==> src/rtl/sys_spm_req_arbiter.sv <==
// ---------------------------------------------------------------------------
// sys_spm_req_arbiter
//
// Purpose:
//   Shares the single system-scratchpad (SPM) request channel between NumReq
//   requesters using round-robin arbitration. The grant is held stable while
//   the memory back-pressures. Every accepted request records its requester
//   index in an in-order outstanding FIFO. Each memory response is steered
//   back to the requester that issued it.
//
// Handshake semantics (valid/ready on both sides):
//   A transfer happens in a cycle where the source asserts valid and the sink
//   asserts ready/gnt. Once a source has asserted valid, it holds valid and
//   payload stable until the transfer happens. On the requester side, the
//   request is req_valid_i[i] and the accept is req_ready_o[i]. On the memory
//   side, the request is mem_req_o and the accept is mem_gnt_i. The response
//   path (mem_rvalid_i -> rsp_valid_o) has no back-pressure.
//
// Ports:
//   clk_i, rst_i        clock, asynchronous active-high reset
//   req_valid_i         per-requester request valid
//   req_ready_o         per-requester accept (pulses on the handshake cycle)
//   req_addr_i          per-requester request payload: address
//   req_we_i            per-requester request payload: write enable
//   req_wdata_i         per-requester request payload: write data
//   req_be_i            per-requester request payload: byte enables
//   rsp_valid_o         one-hot response strobe
//   rsp_rdata_o         response data, shared by all requesters
//   mem_req_o           memory request valid
//   mem_gnt_i           memory accept
//   mem_addr_o          payload of the granted requester: address
//   mem_we_o            payload of the granted requester: write enable
//   mem_wdata_o         payload of the granted requester: write data
//   mem_be_o            payload of the granted requester: byte enables
//   mem_rvalid_i        memory response, in request order
//   mem_rdata_i         memory response data
//   err_o               sticky: response seen with nothing outstanding
//   perf_stall_cnt_o    per-requester stall counters
//
// Configuration macro:
//   SYS_SPM_ARB_PERF_CNT_EN - when defined, builds saturating 16-bit stall
//   counters. When undefined, perf_stall_cnt_o is tied to zero.
// ---------------------------------------------------------------------------
module sys_spm_req_arbiter #(
  parameter int NumReq         = 4,
  parameter int AddrWidth      = 20,
  parameter int DataWidth      = 64,
  parameter int MaxOutstanding = 4
) (
  input  logic                                clk_i,
  input  logic                                rst_i,
  input  logic [NumReq-1:0]                   req_valid_i,
  output logic [NumReq-1:0]                   req_ready_o,
  input  logic [NumReq-1:0][AddrWidth-1:0]    req_addr_i,
  input  logic [NumReq-1:0]                   req_we_i,
  input  logic [NumReq-1:0][DataWidth-1:0]    req_wdata_i,
  input  logic [NumReq-1:0][DataWidth/8-1:0]  req_be_i,
  output logic [NumReq-1:0]                   rsp_valid_o,
  output logic [DataWidth-1:0]                rsp_rdata_o,
  output logic                                mem_req_o,
  input  logic                                mem_gnt_i,
  output logic [AddrWidth-1:0]                mem_addr_o,
  output logic                                mem_we_o,
  output logic [DataWidth-1:0]                mem_wdata_o,
  output logic [DataWidth/8-1:0]              mem_be_o,
  input  logic                                mem_rvalid_i,
  input  logic [DataWidth-1:0]                mem_rdata_i,
  output logic                                err_o,
  output logic [NumReq-1:0][15:0]             perf_stall_cnt_o
);

  localparam int IdxW = $clog2(NumReq);
  localparam int PtrW = $clog2(MaxOutstanding);
  localparam int CntW = PtrW + 1;
  localparam int BeW  = DataWidth / 8;

  typedef enum logic {
    IDLE   = 1'b0,
    LOCKED = 1'b1
  } state_e;

  // -------------------------------------------------------------------------
  // Registers
  // -------------------------------------------------------------------------
  state_e              state_q, state_d;
  logic [IdxW-1:0]     lock_idx_q, lock_idx_d;
  logic [IdxW-1:0]     last_q, last_d;

  logic [IdxW-1:0]     fifo_q [MaxOutstanding];
  logic [PtrW-1:0]     wr_ptr_q, wr_ptr_d;
  logic [PtrW-1:0]     rd_ptr_q, rd_ptr_d;
  logic [CntW-1:0]     cnt_q, cnt_d;
  logic                err_q, err_d;

  // -------------------------------------------------------------------------
  // Round-robin pick: first valid requester strictly after last_q, wrapping.
  // -------------------------------------------------------------------------
  logic                rr_found;
  logic [IdxW-1:0]     rr_idx;
  logic [IdxW-1:0]     cand;

  always_comb begin
    rr_found = 1'b0;
    rr_idx   = last_q;
    cand     = '0;
    for (int k = 1; k <= NumReq; k++) begin
      cand = IdxW'((int'(last_q) + k) % NumReq);
      if (!rr_found && req_valid_i[cand]) begin
        rr_found = 1'b1;
        rr_idx   = cand;
      end
    end
  end

  // -------------------------------------------------------------------------
  // Grant selection and memory request
  // -------------------------------------------------------------------------
  logic                grant_valid;
  logic [IdxW-1:0]     grant_idx;
  logic                fifo_full;
  logic                fifo_empty;
  logic                push;
  logic                pop;

  // The full check uses the registered count only. A pop in the same cycle
  // frees a slot for the next cycle, not this one. This keeps mem_req_o
  // independent of mem_rvalid_i.
  assign fifo_full  = (cnt_q == CntW'(MaxOutstanding));
  assign fifo_empty = (cnt_q == '0);

  always_comb begin
    if (state_q == LOCKED) begin
      // The locked requester keeps the grant regardless of other valids.
      grant_idx   = lock_idx_q;
      grant_valid = req_valid_i[lock_idx_q];
    end else begin
      grant_idx   = rr_idx;
      grant_valid = rr_found;
    end
  end

  assign mem_req_o = grant_valid && !fifo_full;
  assign push      = mem_req_o && mem_gnt_i;
  assign pop       = mem_rvalid_i && !fifo_empty;

  // Payload is the granted requester's payload, driven to zero when no
  // request is presented.
  always_comb begin
    mem_addr_o  = '0;
    mem_we_o    = 1'b0;
    mem_wdata_o = '0;
    mem_be_o    = '0;
    if (mem_req_o) begin
      mem_addr_o  = req_addr_i[grant_idx];
      mem_we_o    = req_we_i[grant_idx];
      mem_wdata_o = req_wdata_i[grant_idx];
      mem_be_o    = req_be_i[grant_idx];
    end
  end

  always_comb begin
    req_ready_o = '0;
    if (push) begin
      req_ready_o[grant_idx] = 1'b1;
    end
  end

  // -------------------------------------------------------------------------
  // Arbitration FSM: next state
  // -------------------------------------------------------------------------
  always_comb begin
    state_d    = state_q;
    lock_idx_d = lock_idx_q;
    last_d     = last_q;
    if (push) begin
      state_d = IDLE;
      last_d  = grant_idx;
    end else if (mem_req_o) begin
      // The memory is back-pressuring, so freeze this grant until accepted.
      state_d    = LOCKED;
      lock_idx_d = grant_idx;
    end else if (!grant_valid) begin
      // Nothing to present. If a locked requester withdrew its valid, which
      // is a protocol violation, fall back to arbitration rather than hang.
      state_d = IDLE;
    end
  end

  always_ff @(posedge clk_i or posedge rst_i) begin
    if (rst_i) begin
      state_q    <= IDLE;
      lock_idx_q <= '0;
      last_q     <= IdxW'(NumReq - 1);
    end else begin
      state_q    <= state_d;
      lock_idx_q <= lock_idx_d;
      last_q     <= last_d;
    end
  end

  // -------------------------------------------------------------------------
  // Outstanding FIFO (requester index of every accepted request)
  // -------------------------------------------------------------------------
  always_comb begin
    wr_ptr_d = wr_ptr_q;
    rd_ptr_d = rd_ptr_q;
    cnt_d    = cnt_q;
    if (push) begin
      wr_ptr_d = wr_ptr_q + PtrW'(1);
    end
    if (pop) begin
      rd_ptr_d = rd_ptr_q + PtrW'(1);
    end
    case ({push, pop})
      2'b10:   cnt_d = cnt_q + CntW'(1);
      2'b01:   cnt_d = cnt_q - CntW'(1);
      default: cnt_d = cnt_q;
    endcase
  end

  // A response with nothing outstanding is dropped and flagged until reset.
  // This includes responses to requests that were accepted before a reset.
  assign err_d = err_q || (mem_rvalid_i && fifo_empty);

  always_ff @(posedge clk_i or posedge rst_i) begin
    if (rst_i) begin
      for (int i = 0; i < MaxOutstanding; i++) begin
        fifo_q[i] <= '0;
      end
      wr_ptr_q <= '0;
      rd_ptr_q <= '0;
      cnt_q    <= '0;
      err_q    <= 1'b0;
    end else begin
      if (push) begin
        fifo_q[wr_ptr_q] <= grant_idx;
      end
      wr_ptr_q <= wr_ptr_d;
      rd_ptr_q <= rd_ptr_d;
      cnt_q    <= cnt_d;
      err_q    <= err_d;
    end
  end

  assign err_o = err_q;

  // -------------------------------------------------------------------------
  // Response routing: combinational strobe to the FIFO head's requester.
  // -------------------------------------------------------------------------
  always_comb begin
    rsp_valid_o = '0;
    if (pop) begin
      rsp_valid_o[fifo_q[rd_ptr_q]] = 1'b1;
    end
  end

  assign rsp_rdata_o = mem_rdata_i;

  // -------------------------------------------------------------------------
  // Stall counters
  // -------------------------------------------------------------------------
`ifdef SYS_SPM_ARB_PERF_CNT_EN
  logic [NumReq-1:0][15:0] perf_q;

  // Count every cycle a requester waits: valid high but not accepted.
  // Each counter saturates at 16'hFFFF.
  always_ff @(posedge clk_i or posedge rst_i) begin
    if (rst_i) begin
      perf_q <= '0;
    end else begin
      for (int i = 0; i < NumReq; i++) begin
        if (req_valid_i[i] && !req_ready_o[i] && (perf_q[i] != 16'hFFFF)) begin
          perf_q[i] <= perf_q[i] + 16'd1;
        end
      end
    end
  end

  assign perf_stall_cnt_o = perf_q;
`else
  assign perf_stall_cnt_o = '0;
`endif

endmodule

==> config.mk <==
export PLATFORM = sky130hd
export DESIGN_NAME = sys_spm_req_arbiter
export DESIGN_NICKNAME = d
export VERILOG_FILES = /design/src/rtl/sys_spm_req_arbiter.sv
export SDC_FILE = /design/constraint.sdc
export NUM_CORES = 1
export LEC_CHECK = 0
export ABC_AREA = 1
export CORE_AREA = 2 2 265 267
export CTS_CLUSTER_DIAMETER = 40
export DETAILED_ROUTE_END_ITERATION = 16
export DIE_AREA = 0 0 267 269
export HOLD_SLACK_MARGIN = 0.15
export PLACE_DENSITY = 0.38
export SKIP_CTS_REPAIR_TIMING = 1
export SYNTH_ARGS = -nofsm -noshare
export SYNTH_HDL_FRONTEND = slang
export SYNTH_SLANG_ARGS = --single-unit
==> constraint.sdc <==
create_clock -name clk_i -period 6.4 [get_ports clk_i]
set_input_delay 0.96 -clock clk_i [delete_from_list [all_inputs] [get_ports clk_i]]
set_output_delay 0.96 -clock clk_i [all_outputs]
set_load 0.03 [all_outputs]
==> results.py, run 1 <==
metrics = {
    "outcome": {
        "status": "finished clean",
    },
    "place": {
        "hpwl_um": 32500,
        "place_congestion": 0.8677,
        "io_buffers": 482,
    },
    "drt": {
        "wirelength_um": 43160,
        "dr.first_iter.drc_count": 506,
        "drc": 0,
        "drt-pass1-iter-count": 5,
        "viasPerCell": 3.688,
        "antenna_left": 0,
        "vias": 9990,
        "wl_per_cell_um": 15.93,
    },
    "worst_setup_path": {
        "slowest_stage": "clkdlybuf4s50_1",
        "reg2reg_from": "last_q[0]$_DFFE_PP1P_",
        "startpoint": "req_valid_i[1]",
        "endpoint_kind": "primary output",
        "slowest_delay_ns": 0.70,
        "crit_chain": "clkdlybuf4s50_1, inv_1, nand2_1, nand2_1, nand2_1, nand2_2, nand3_1, nand3_4, buf_12, nand3_1, nand3_1, a21oi_1, clkdlybuf4s50_1",
        "crit_end": "mem_wdata_o[63]",
        "reg2reg_to": "cnt_q[2]$_DFFE_PP0P_",
        "r2r_setup_slack_ns": 3.70,
        "critPathBufInv": 4,
        "cp.depth": 13,
        "startpoint_type": "input pin",
        "critical-path-top-delay-family": "buffers and inverters",
        "crit_type": "in2out",
        "crit_path_max_fanout": 40,
        "cp.arrival_ns": 4.14,
        "ff2ff_path_depth": 14,
        "worstPathRequired_ns": 5.44,
    },
    "sta": {
        "period_minus_slack_ns": 5.095,
        "max_slew_margin_pct": 39.16,
        "worst_pin_slew_ns": 0.9127,
        "hold_viol_final": 0,
        "max_freq_ghz": 0.1963,
        "slew_viol_final": 0,
        "timing.final.crit_share_pct": 79.61,
        "fin_worst_skew_ns": 0.003662,
        "setup_violations": 0,
        "grt_setup_unrepaired": "false",
        "tns_ns": 0,
    },
    "grt": {
        "grt_pass1_wl_um": 61760,
        "gr-usage-met3_pct": 3.571,
        "antenna_found_initial": 4,
        "grtUsageMet2_pct": 19.20,
        "grt_max_degree": 99,
        "track_usage_pct": 11.14,
        "grt-ovfl-total": 0,
        "grt_use_met1_pct": 13.13,
        "grt_pass1_vias": 10031,
        "grt-busiest-layer": "met2",
    },
    "hold_path": {
        "worst_hold_path_type": "reg2reg",
    },
    "yosys": {
        "ys_warn_count": 0,
        "seq_area_frac_synth_pct": 7.208,
        "synth.area.top_cells": "nand3_1 33%, inv_1 20%, buf_4 13%, nand2_1 7.5%, a21oi_1 6.6%",
        "yosys_register_bits": 21,
        "synth_flop_cell": "dfrtp_1",
        "synth-async-reset-ratio_pct": 100.0,
        "synthCells": 1431,
        "synth.most_common_cell": "nand3_1",
        "synth-edff-count": 0,
        "avgSynthCellArea_um2": 5.119,
        "syn_area_um2": 7326,
        "synth_top_area_share_pct": 32.59,
        "synth_top_cells_by_count": "477 x nand3_1, 396 x inv_1, 147 x nand2_1",
        "synth_top_area_cell": "nand3_1",
        "synth_cell_types": 32,
    },
    "power_and_ir_drop": {
        "pwr-share-comb_pct": 94.6,
        "switchingPower_mw": 4.848,
        "swShare_pct": 63.61,
        "seqPwrFrac_pct": 3.6,
        "intPower_mw": 2.773,
        "power_density_nw_per_um2": 612.2,
        "power_leakage_nw": 6.228,
        "clkPwrFrac_pct": 1.8,
        "peakVddDrop_mv": 0.2825,
        "total_power_mw": 7.620,
    },
    "final_layout": {
        "fillers": 8051,
        "register_area_um2": 528.0,
        "multiInputGateArea_um2": 4105,
        "drive_gt1_share_pct": 2.206,
        "nNetsFinal": 2219,
        "area_delta_synth_final_pct": 69.91,
    },
    "floorplan": {
        "io-pin-count": 675,
        "core-area_um2": 69300,
        "initial_utilization_pct": 10.57,
        "die-area_um2": 71820,
        "die_h_um": 269,
        "rows": 97,
        "dieWidth_um": 267,
    },
    "clock_network": {
        "cts_root_buf": "clkbuf_16",
        "numCtsBuffers": 3,
        "clk_latency_ns": 0.26,
        "clk_pin_slew_worst_paths_ns": 0.06,
        "clock_sinks": 21,
        "cts_tree": "yes",
        "clock_path_buffers": 2,
        "cts_max_level": 1,
    },
    "flow_run": {
        "drv_cap": 0,
    },
}
-- worst register-to-register path, stage by stage (launching register included) --
cell and delay [ns]:
dfstp_2 0.65, inv_4 0.10, nand2_1 0.09, nand3_1 0.07, nand2_1 0.10, nand3_1 0.07, o21ai_0 0.16, nand2_1 0.14
nand3_2 0.19, ha_1 0.17, inv_1 0.07, fa_1 0.38, a21oi_1 0.14, o21ai_0 0.10, xor2_1 0.15
-- cells by family after synthesis --
logic type / synth area share (%)
AND/OR/NAND/NOR: 41.91
buffers and inverters: 40.53
AO/OA/AOI/OAI: 8.694
flip-flops: 7.208
adder cells (fa/ha/maj): 1.127
XOR/XNOR: 0.4783
other: 0.05119
-- power by group through the flow --
stage          sequential [mW]  clock (mW)  combinational (mW)
6_report                 0.272       0.139                7.21
5_1_grt                  0.285       0.145                7.83
4_1_cts                  0.272       0.140                7.34
3_5_place_dp             0.273           0                7.31
3_3_place_gp             0.274           0                7.34
2_1_floorplan            0.244           0                4.54
-- through the flow --
step / area, µm² / hold WS (ns) / util (%) / cells / setup WS [ns]
after floorplan: 7562 / 0.4465 / - / 1494 / 2.894
after global placement: 12360 / 0.4635 / 17.84 / 2704 / 1.224
after detailed placement: 12360 / 0.4652 / 17.84 / 2704 / 1.247
after CTS: 12440 / 0.4837 / 17.96 / 2708 / 1.231
after global routing: 12440 / 0.5135 / 17.96 / 2708 / 1.013
final: 12450 / 0.4765 / 17.96 / 2709 / 1.305
-- state kept, by name, indices dropped and copies added (netlist names) --
name        count
last_q          2
state_q         1
fifo_q          8
err_o           1
rd_ptr_q        2
lock_idx_q      2
cnt_q           3
wr_ptr_q        2
-- cells in the final DEF (no fill, tap or decap), types with 9 or more instances in the layout --
cell	instances
o21ai_0	14
buf_4	9
conb_1	64
inv_1	396
clkdlybuf4s50_1	482
nor2_1	15
dfrtp_1	19
a21oi_1	96
nand3_1	476
nand2_1	144
-- final cells by class --
class	instances	area share [%]
multi-input cells	845	32.98
clock inverters	1	0.04021
diodes	1	0.02010
flip-flops and latches	21	4.242
well taps	940	9.449
repair buffers	499	40.59
inverters	399	12.07
clock buffers	3	0.6031
-- how the worst min path moves through the flow --
stage,start,to,slack (ns),cells after the start
after detailed placement,err_o$_DFF_PP0_,err_o$_DFF_PP0_,0.47,1
after global routing,cnt_q[0]$_DFFE_PP0P_,cnt_q[0]$_DFFE_PP0P_,0.51,1
after floorplan,cnt_q[0]$_DFFE_PP0P_,cnt_q[0]$_DFFE_PP0P_,0.45,1
final,cnt_q[0]$_DFFE_PP0P_,cnt_q[0]$_DFFE_PP0P_,0.48,1
after CTS,err_o$_DFF_PP0_,err_o$_DFF_PP0_,0.48,1
after global placement,err_o$_DFF_PP0_,err_o$_DFF_PP0_,0.46,1
-- routing by layer --
layer  vias to the layer above  wire length (µm)
li1                       4896                 -
met1                      4567             17290
met2                       455             20580
met3                        68              4013
met4                         4              1243
met5                         -                26
Note: power is estimated with default switching activity, not from simulation.
==> inputs of run 2 (changes only) <==
Settings changed: CORE_AREA 2 2 265 267 to 2 2 266 268, DIE_AREA 0 0 267 269 to 0 0 268 270, PLACE_DENSITY 0.38 to 0.39.
Clock period 6.4 ns to 4.5 ns, I/O delays scaled along.
==> run 2 against run 1 <==
Critical path depth down 1. Highest routed layer unchanged. Sequential power up 43%. Flip-flop and latch count unchanged.
==> results.py, run 2 (synthesis gave the netlist of run 1 again) <==
metrics = {
    "outcome": {
        "status": "finished clean",
    },
    "power_and_ir_drop": {
        "clkPwrFrac_pct": 1.6,
        "peakVddDrop_mv": 0.6072,
        "switchingPower_mw": 7.078,
        "seqPwrFrac_pct": 3.4,
        "power_density_nw_per_um2": 903.8,
        "pwr-share-comb_pct": 95.0,
        "swShare_pct": 61.35,
        "intPower_mw": 4.460,
        "power_leakage_nw": 6.453,
    },
    "drt": {
        "dr.first_iter.drc_count": 495,
        "vias": 10058,
        "drc": 0,
        "viasPerCell": 3.692,
        "antenna_left": 0,
        "drt-pass1-iter-count": 6,
        "wl_per_cell_um": 16.22,
        "wirelength_um": 44190,
    },
    "sta": {
        "slew_viol_final": 0,
        "timing.final.crit_share_pct": 90.09,
        "max_freq_ghz": 0.2467,
        "max_slew_margin_pct": 23.99,
        "tns_ns": 0,
        "grt_setup_unrepaired": "false",
        "fin_worst_skew_ns": 0.002512,
        "period_minus_slack_ns": 4.054,
        "hold_viol_final": 0,
        "setup_violations": 0,
        "worst_pin_slew_ns": 1.140,
    },
    "clock_network": {
        "cts_max_level": 1,
        "numCtsBuffers": 3,
        "cts_tree": "yes",
        "clock_path_buffers": 2,
        "cts_root_buf": "clkbuf_16",
        "clk_latency_ns": 0.25,
        "clk_pin_slew_worst_paths_ns": 0.06,
        "clock_sinks": 21,
    },
    "final_layout": {
        "reg.largest.list": "fifo_q (8), cnt_q (3)",
        "fillers": 8049,
        "layout_commonest_cell": "nand3_1",
        "regMostFlops": "fifo_q",
        "area_delta_synth_final_pct": 74.26,
        "drive_gt1_share_pct": 5.278,
        "largest_reg_flops": 8,
        "nNetsFinal": 2232,
        "mostFrequentLayoutCells": "476 x nand3_1, 439 x clkdlybuf4s50_1, 396 x inv_1",
        "multiInputGateArea_um2": 4105,
        "finalNonFillerCells": 2724,
        "final_core_util_pct": 18.36,
        "register_area_um2": 528.0,
    },
    "grt": {
        "track_usage_pct": 11.47,
        "grt_pass1_wl_um": 64030,
        "grt-ovfl-total": 0,
        "grt_max_degree": 78,
        "antenna_found_initial": 4,
        "grt_pass1_vias": 9991,
    },
    "worst_setup_path": {
        "cp.arrival_ns": 3.38,
        "endpoint_kind": "primary output",
        "crit_path_max_fanout": 44,
        "crit_type": "in2out",
        "startpoint_type": "input pin",
        "worstPathRequired_ns": 3.83,
    },
    "hold_path": {
        "worst_hold_path_type": "reg2reg",
    },
    "place": {
        "place_congestion": 0.8466,
        "io_buffers": 482,
        "place_inst": 2717,
        "hpwl_um": 34580,
    },
    "floorplan": {
        "die-area_um2": 72360,
        "initial_utilization_pct": 10.53,
        "die_h_um": 270,
        "dieWidth_um": 268,
        "core-area_um2": 69540,
        "rows": 97,
        "io-pin-count": 675,
    },
    "flow_run": {
        "drv_cap": 0,
    },
}
run 2: power by group through the flow:
stage	clock (mW)	sequential [mW]	combinational (mW)
after floorplan	0	0.346	6.45
after global placement	0	0.389	11.1
after detailed placement	0	0.392	11.1
after CTS	0.195	0.391	11.2
after global routing	0.203	0.405	11.9
final	0.190	0.389	11.0
run 2: final cells by class:
class | instances | share of cell area (%)
Timing Repair Buffer | 512 | 42.05
Antenna cell | 3 | 0.05881
Tap cell | 940 | 9.213
Clock buffer | 4 | 0.6175
Multi-Input combinational cell | 845 | 32.16
Inverter | 399 | 11.77
Sequential cell | 21 | 4.136
run 2: critical path: stages:
cell and delay [ns]:
clkdlybuf4s50_1 0.56, nand2_1 0.10, nand3_1 0.09, nand2_1 0.09
nand2_2 0.09, nand3_1 0.11, nand3_4 0.17, buf_4 0.47
nand3_1 0.18, nand3_1 0.11, a21oi_1 0.07, clkdlybuf4s50_1 0.61
run 2: metrics by stage:
stage | hold WS [ns] | instance area, µm² | total power, mW | setup slack (ns)
2_1_floorplan | 0.4465 | 7562 | 6.798 | 1.564
3_3_place_gp | 0.4651 | 12680 | 11.54 | 0.4075
3_5_place_dp | 0.4727 | 12680 | 11.53 | 0.4124
4_1_cts | 0.4811 | 12760 | 11.77 | 0.3943
5_1_grt | 0.4972 | 12760 | 12.51 | 0.2298
6_report | 0.4777 | 12770 | 11.54 | 0.4460
run 2: final timing paths:
| path | start | end | slack [ns] | depth (start not counted) |
|---|---|---|---|---|
| setup / recovery | req_valid_i[1] | mem_addr_o[7] | 0.45 | 12 |
| hold / removal | err_o$_DFF_PP0_ | err_o$_DFF_PP0_ | 0.48 | 1 |
| setup reg to reg | last_q[0]$_DFFE_PP1P_ | cnt_q[2]$_DFFE_PP0P_ | 1.74 | 14 |
| hold reg to reg | err_o$_DFF_PP0_ | err_o$_DFF_PP0_ | 0.48 | 1 |
| max in group asynchronous | rst_i | fifo_q[5]$_DFFE_PP0P_ | 3.08 | 2 |
| min in group asynchronous | rst_i | cnt_q[0]$_DFFE_PP0P_ | 0.89 | 2 |
run 2: per-layer routing:
| layer | global-route usage, % | wire [µm] | vias to the layer above |
|---|---|---|---|
| met4 | 2.808 | 1040 | 2 |
| met5 | 0 | 10 | - |
| met2 | 20.12 | 21090 | 448 |
| met1 | 13.54 | 17940 | 4633 |
| li1 | - | - | 4925 |
| met3 | 3.419 | 4120 | 50 |
